<file path="src/rtl/note_sequencer_if.sv">
// Note RAM port: the sequencer is master, the RAM is slave.
// Read data is expected one cycle after the address.
interface note_sequencer_if #(
    parameter int ADDR_W = 4,
    parameter int DATA_W = 7
);
    logic              mem_we;
    logic [ADDR_W-1:0] mem_addr;
    logic [DATA_W-1:0] mem_wdata;
    logic [DATA_W-1:0] mem_rdata;

    modport master (
        output mem_we,
        output mem_addr,
        output mem_wdata,
        input  mem_rdata
    );

    modport slave (
        input  mem_we,
        input  mem_addr,
        input  mem_wdata,
        output mem_rdata
    );
endinterface

</file>
<file path="src/rtl/note_sequencer.sv">
// Record/playback sequencer for a single-port note RAM.
// Entries are {duration, note}; playback holds each note for beats*TICK_DIV cycles.
module note_sequencer #(
    parameter int ADDR_W   = 4,
    parameter int NOTE_W   = 4,
    parameter int DUR_W    = 3,
    parameter int TICK_DIV = 25000000
) (
    input  logic                clk,
    input  logic                reset,
    note_sequencer_if.master    io_mem,
    input  logic                i_rec_req,
    input  logic [NOTE_W-1:0]   i_note_in,
    input  logic [DUR_W-1:0]    i_dur_in,
    input  logic                i_play_start,
    input  logic                i_play_stop,
    input  logic                i_loop_en,
    input  logic                i_clear,
    output logic                o_rec_ack,
    output logic [NOTE_W-1:0]   o_tone_note,
    output logic                o_tone_en,
    output logic                o_busy,
    output logic                o_full,
    output logic [ADDR_W:0]     o_note_count,
    output logic [ADDR_W-1:0]   o_play_idx
);
    localparam int DW = DUR_W + NOTE_W;
    localparam int TW = $clog2(TICK_DIV);
    localparam logic [TW-1:0] TICK_LOAD = TW'(TICK_DIV - 1);

    typedef enum logic [2:0] {
        S_IDLE, S_WRITE, S_FETCH, S_LATCH, S_HOLD
    } state_t;

    state_t            r_state;
    state_t            w_next;
    logic [ADDR_W:0]   r_count;
    logic [ADDR_W-1:0] r_idx;
    logic [DW-1:0]     r_wdata;
    logic [NOTE_W-1:0] r_note;
    logic              r_tone_en;
    logic [DUR_W-1:0]  r_beats;
    logic [TW-1:0]     r_tick;

    logic              w_busy;
    logic              w_full;
    logic              w_stop;
    logic              w_play_ok;
    logic              w_rec_ok;
    logic              w_last_beat;
    logic              w_more;
    logic [DUR_W-1:0]  w_rd_dur;
    logic [DUR_W-1:0]  w_rd_beats;

    assign w_busy      = (r_state == S_FETCH) || (r_state == S_LATCH) ||
                         (r_state == S_HOLD);
    assign w_full      = r_count[ADDR_W];
    assign w_stop      = w_busy && i_play_stop;
    assign w_play_ok   = i_play_start && (r_count != '0);
    assign w_rec_ok    = i_rec_req && !w_full && !w_play_ok;
    assign w_last_beat = (r_tick == '0) && (r_beats == DUR_W'(1));
    assign w_more      = ({1'b0, r_idx} + (ADDR_W+1)'(1)) < r_count;
    assign w_rd_dur    = io_mem.mem_rdata[DW-1:NOTE_W];
    // A stored duration of 0 still sounds for one beat.
    assign w_rd_beats  = (w_rd_dur == '0) ? DUR_W'(1) : w_rd_dur;

    always_ff @(posedge clk or negedge reset) begin
        if (!reset) r_state <= S_IDLE;
        else        r_state <= w_next;
    end

    always_comb begin
        w_next = r_state;
        unique case (r_state)
            S_IDLE: begin
                if (i_clear)        w_next = S_IDLE;
                else if (w_play_ok) w_next = S_FETCH;
                else if (w_rec_ok)  w_next = S_WRITE;
            end
            S_WRITE: w_next = S_IDLE;
            S_FETCH: w_next = i_play_stop ? S_IDLE : S_LATCH;
            S_LATCH: w_next = i_play_stop ? S_IDLE : S_HOLD;
            S_HOLD: begin
                if (i_play_stop)
                    w_next = S_IDLE;
                else if (w_last_beat)
                    w_next = (w_more || i_loop_en) ? S_FETCH : S_IDLE;
            end
            default: w_next = S_IDLE;
        endcase
    end

    always_comb begin
        io_mem.mem_we    = (r_state == S_WRITE);
        io_mem.mem_addr  = (r_state == S_WRITE) ? r_count[ADDR_W-1:0] : r_idx;
        io_mem.mem_wdata = r_wdata;
        o_rec_ack        = (r_state == S_WRITE);
        o_busy           = w_busy;
    end

    always_ff @(posedge clk or negedge reset) begin
        if (!reset) begin
            r_count   <= '0;
            r_idx     <= '0;
            r_wdata   <= '0;
            r_note    <= '0;
            r_tone_en <= 1'b0;
            r_beats   <= '0;
            r_tick    <= TICK_LOAD;
        end else if (w_stop) begin
            r_tone_en <= 1'b0;
            r_idx     <= '0;
        end else begin
            unique case (r_state)
                S_IDLE: begin
                    if (i_clear)        r_count <= '0;
                    else if (w_play_ok) r_idx   <= '0;
                    else if (w_rec_ok)  r_wdata <= {i_dur_in, i_note_in};
                end
                S_WRITE: r_count <= r_count + 1'b1;
                S_LATCH: begin
                    r_note    <= io_mem.mem_rdata[NOTE_W-1:0];
                    r_beats   <= w_rd_beats;
                    r_tick    <= TICK_LOAD;
                    r_tone_en <= 1'b1;
                end
                S_HOLD: begin
                    if (r_tick == '0) begin
                        r_tick  <= TICK_LOAD;
                        r_beats <= r_beats - 1'b1;
                    end else begin
                        r_tick  <= r_tick - 1'b1;
                    end
                    // End of the note: advance, wrap, or finish.
                    if (w_last_beat) begin
                        if (w_more) begin
                            r_idx <= r_idx + 1'b1;
                        end else if (i_loop_en) begin
                            r_idx <= '0;
                        end else begin
                            r_idx     <= '0;
                            r_tone_en <= 1'b0;
                        end
                    end
                end
                default: ;
            endcase
        end
    end

    assign o_tone_note  = r_note;
    assign o_tone_en    = r_tone_en;
    assign o_full       = w_full;
    assign o_note_count = r_count;
    assign o_play_idx   = r_idx;
endmodule

</file>
<file path="src/flat_wrapper.sv">
// flat-port wrapper written by rule: the top's interface ports become plain ports
module note_sequencer_flat 
#(
    parameter int ADDR_W   = 4,
    parameter int NOTE_W   = 4,
    parameter int DUR_W    = 3,
    parameter int TICK_DIV = 25000000
)
  (clk, reset, i_rec_req, i_note_in, i_dur_in, i_play_start, i_play_stop, i_loop_en, i_clear, o_rec_ack, o_tone_note, o_tone_en, o_busy, o_full, o_note_count, o_play_idx, io_mem_mem_we, io_mem_mem_addr, io_mem_mem_wdata, io_mem_mem_rdata);
  note_sequencer_if #(.ADDR_W(ADDR_W), .DATA_W((DUR_W + NOTE_W))) io_mem_i ();
  input  logic clk;
  input  logic reset;
  input  logic i_rec_req;
  input  logic [NOTE_W-1:0] i_note_in;
  input  logic [DUR_W-1:0] i_dur_in;
  input  logic i_play_start;
  input  logic i_play_stop;
  input  logic i_loop_en;
  input  logic i_clear;
  output logic o_rec_ack;
  output logic [NOTE_W-1:0] o_tone_note;
  output logic o_tone_en;
  output logic o_busy;
  output logic o_full;
  output logic [ADDR_W:0] o_note_count;
  output logic [ADDR_W-1:0] o_play_idx;
  output wire logic [$bits(io_mem_i.mem_we)-1:0] io_mem_mem_we;
  output wire logic [$bits(io_mem_i.mem_addr)-1:0] io_mem_mem_addr;
  output wire logic [$bits(io_mem_i.mem_wdata)-1:0] io_mem_mem_wdata;
  input wire logic [$bits(io_mem_i.mem_rdata)-1:0] io_mem_mem_rdata;
  assign io_mem_mem_we = io_mem_i.mem_we;
  assign io_mem_mem_addr = io_mem_i.mem_addr;
  assign io_mem_mem_wdata = io_mem_i.mem_wdata;
  assign io_mem_i.mem_rdata = io_mem_mem_rdata;
  note_sequencer #(.ADDR_W(ADDR_W), .NOTE_W(NOTE_W), .DUR_W(DUR_W), .TICK_DIV(TICK_DIV)) u_core (.clk(clk), .reset(reset), .io_mem(io_mem_i), .i_rec_req(i_rec_req), .i_note_in(i_note_in), .i_dur_in(i_dur_in), .i_play_start(i_play_start), .i_play_stop(i_play_stop), .i_loop_en(i_loop_en), .i_clear(i_clear), .o_rec_ack(o_rec_ack), .o_tone_note(o_tone_note), .o_tone_en(o_tone_en), .o_busy(o_busy), .o_full(o_full), .o_note_count(o_note_count), .o_play_idx(o_play_idx));
endmodule
</file>
<file path="config.mk">
export PLATFORM = sky130hd
export DESIGN_NAME = note_sequencer_flat
export DESIGN_NICKNAME = d
export VERILOG_FILES = /design/src/rtl/note_sequencer_if.sv /design/src/rtl/note_sequencer.sv /design/src/flat_wrapper.sv
export SDC_FILE = /design/constraint.sdc
export NUM_CORES = 1
export LEC_CHECK = 0
export CORE_UTILIZATION = 38
export DETAILED_ROUTE_END_ITERATION = 8
export SYNTH_ARGS = -nofsm -noshare
export SYNTH_HDL_FRONTEND = slang
export SYNTH_SLANG_ARGS = --single-unit
</file>
<file path="constraint.sdc">
create_clock -name clk -period 3 [get_ports clk]
set_clock_uncertainty 0.2 [all_clocks]
set_input_delay 0.45 -clock clk [delete_from_list [all_inputs] [get_ports clk]]
set_output_delay 0.45 -clock clk [all_outputs]
set_load 0.03 [all_outputs]
</file>
==> run metrics, run 1 <==
synth-to-layout area growth 25.53%; Gate Count Post-Synth 281; clock buffer depth 2; CTS Hold Buffers Added 0; ys flop type dfrtp_1; commonest cells after routing, fill and taps aside 46 x clkdlybuf4s50_1, 34 x dfrtp_1, 24 x nand2_1, 24 x nor2_1, 17 x dfstp_2; net switching power 1.034 mW; Detailed Routing Iterations Pass 1 4; antenna violation net count after detailed routing 0; outcome finished, final reports clean; Sw Share 37.12%; final-report max-slew violation count 0; final setup vio count 0; yosys warns 0; die area 7830 um2; syn_area_per_cell 10.12 um2; Slew @ Worst Pin 0.9896 ns; syn_nets 312; post-synthesis sequential area ratio 46.52%; launch point of the worst reg-to-reg path u_core.r_tick[15]; Setup Buffers After CTS 0; CTS Root Cell clkbuf_8; CP Class flip-flop to output pin; Lkg Pwr 1.492 nW; clk sinks 52; fmax 0.3473 GHz; Worst Setup SP u_core.r_state[0]; Clock Latency Late Sink 0.31 ns; DRC viols 0; Post-Synth Simple-Gate Area 21.74%; CP max FO 14; Synth Register Bits 52; RSZ-0062 raised after global routing no; post-synthesis xor/xnor area fraction 6.162%; initial detailed-routing violation count 69; initial core utilization 39.19%; Peak VDD IR 0.4108 mV; Startpoint Class flip-flop; Synth cell types 55; Hold Vio Cnt, Final 0; largest family of logic cells by synthesized area simple AND/OR/NAND/NOR gates; Buffers on Ports 49; initial antenna violation count 0; post-cts resize count 0; min cycle time layout 2.879 ns; mux cell area share after synthesis 6.734%; TNS Setup 0 ns; Vert. Die Dim 88.49 um; synthesized area 2843 um2; CTS tree built; Total GRT Usage 16.63%; vias per cell 5.051; maxcap violations 0; Int Pwr 1.752 mW; largest net degree at the start of global routing 45; Num CTS Buffers 5; Worst R2R Path Depth 5; num rows 31; clock power share 15.4%; CP Capture Type output pin; Final Net Count 364; vias in the first global route 2,176; final cycle utilization of the critical path 95.97%; Post-Synth Adder-Cell Area 4.401%; GRT Residual Overflow 0; core area 7253 um2; post-detail-place hpwl 4314 um; Synth async-reset ratio 100.0%; r2r endpoint u_core.o_play_idx[1]; CP Data Arrival Time 2.23 ns; Detailed Route WL 5820 um; # H-tree levels 2; commonest non-fill, non-tap cell in the layout clkdlybuf4s50_1; io pins 50; layout cells sized above 1 19.76%; CP required 2.35 ns; Vias 2,187; complex-gate fraction of the synthesized area 10.26%; Slew HR 34.03%; die width 88.49 um; routability cong. 0.7330; DR WL/cell 13.44 um; PwrDens 780.9 nW/um2; first-pass GRT wire length 9998 um; Tot Pwr 2.787 mW; reg2reg setup slack 0.26 ns; Comb pwr share 39.3%; Inserted Diodes 0; clock slew at reported path FFs 0.10 ns; EDFF count, synth 0; Seq pwr share 45.3%; Hold Crit Class input pin to async pin
==> per-stage QoR <==
step	utilization [%]	instances	area (um2)	hold slack [ns]	setup WS, ns
final	49.20	433	3568	0.08814	0.1209
after global routing	49.20	433	3568	0.1770	0.009022
after CTS	49.15	433	3565	0.1442	0.05615
after detailed placement	47.82	425	3468	0.2730	0.2960
after global placement	47.82	425	3468	0.2621	0.3208
after floorplan	-	281	2843	-0.04559	0.4453
==> critical path, stage by stage, from the launching register on <==
cell and delay, ns:
dfrtp_1 0.46, inv_1 0.11, nor3_1 0.19, buf_4 0.22, mux2_2 0.35, clkdlybuf4s50_1 0.59
==> state kept, by name, summed over array words and instances, names as in the netlist <==
register,cells
u_core.o_play_idx,4
u_core.io_mem.mem_wdata,7
u_core.r_tick,25
u_core.o_tone_note,4
u_core.o_note_count,5
u_core.r_beats,3
u_core.r_state,3
u_core.o_tone_en,1
==> final cells by class <==
| type | count | area, um2 |
|---|---|---|
| clock inverters | 2 | 13.76 |
| well taps | 99 | 123.9 |
| multi-input cells | 201 | 1408 |
| repair buffers | 60 | 568.0 |
| clock buffers | 6 | 82.58 |
| inverters | 13 | 48.80 |
| flip-flops and latches | 52 | 1324 |
| fillers | 706 | 3685 |
==> worst max-delay path by stage <==
stage	to	slack [ns]	cells past startpoint
after floorplan	u_core.o_play_idx[0]	0.45	6
after global placement	u_core.r_tick[6]	0.32	7
after detailed placement	u_core.r_tick[22]	0.30	6
after CTS	o_busy	0.06	3
after global routing	io_mem_mem_addr[1]	0.009	5
final	io_mem_mem_addr[1]	0.12	5
==> cells by family (layout without fill, tap and decap cells) <==
logic type | count (synthesis) | in the layout
AO/OA/AOI/OAI | 42 | 42
adder cells (fa/ha/maj) | 10 | 10
multiplexers | 17 | 17
XOR/XNOR | 20 | 20
AND/OR/NAND/NOR | 112 | 112
flip-flops | 52 | 52
buffers and inverters | 28 | 81
==> metal layers <==
layer / GRT usage [%] / vias up / wire length, um
met5: 0 / - / 0
met2: 28.81 / 29 / 2835
li1: - / 1092 / -
met4: 4.399 / 0 / 65
met3: 3.918 / 7 / 169
met1: 20.83 / 1059 / 2748
==> power groups by stage <==
stage | clock [mW] | combinational (mW) | sequential [mW]
after global placement | 0 | 1.09 | 1.27
after detailed placement | 0 | 1.11 | 1.27
after floorplan | 0 | 0.585 | 1.39
final | 0.430 | 1.09 | 1.26
after global routing | 0.477 | 1.20 | 1.31
after CTS | 0.446 | 1.11 | 1.26
==> cells in the mapped netlist, types with 4 or more instances <==
library cell  count  share of area (%)
clkbuf_1         10                1.3
nor2_1           24                3.2
xor2_1            5                1.5
and2_1            4               0.88
dfstp_2          17                 16
or3_1             6                1.3
nand2_1          24                3.2
xnor2_1          15                4.6
o21ai_0          14                2.5
inv_1            13                1.7
nor4_1            6                1.3
o31ai_1           4                1.1
ha_1             10                4.4
dfrtp_1          35                 31
or4_1             6                1.6
nand3_1           6                1.1
nor3_1            9                1.6
mux2_2           15                5.9
Power figures use the tool's default switching activity.
==> inputs of run 2 (changes only) <==
--- a/config.mk
+++ b/config.mk
@@ -7,6 +7,7 @@
 export LEC_CHECK = 0
 export CORE_UTILIZATION = 38
 export DETAILED_ROUTE_END_ITERATION = 8
+export HOLD_SLACK_MARGIN = 0.03
 export SYNTH_ARGS = -nofsm -noshare
 export SYNTH_HDL_FRONTEND = slang
 export SYNTH_SLANG_ARGS = --single-unit
==> results of run 2 <==
The final DEF is identical to that of run 1; final timing and power are the same.
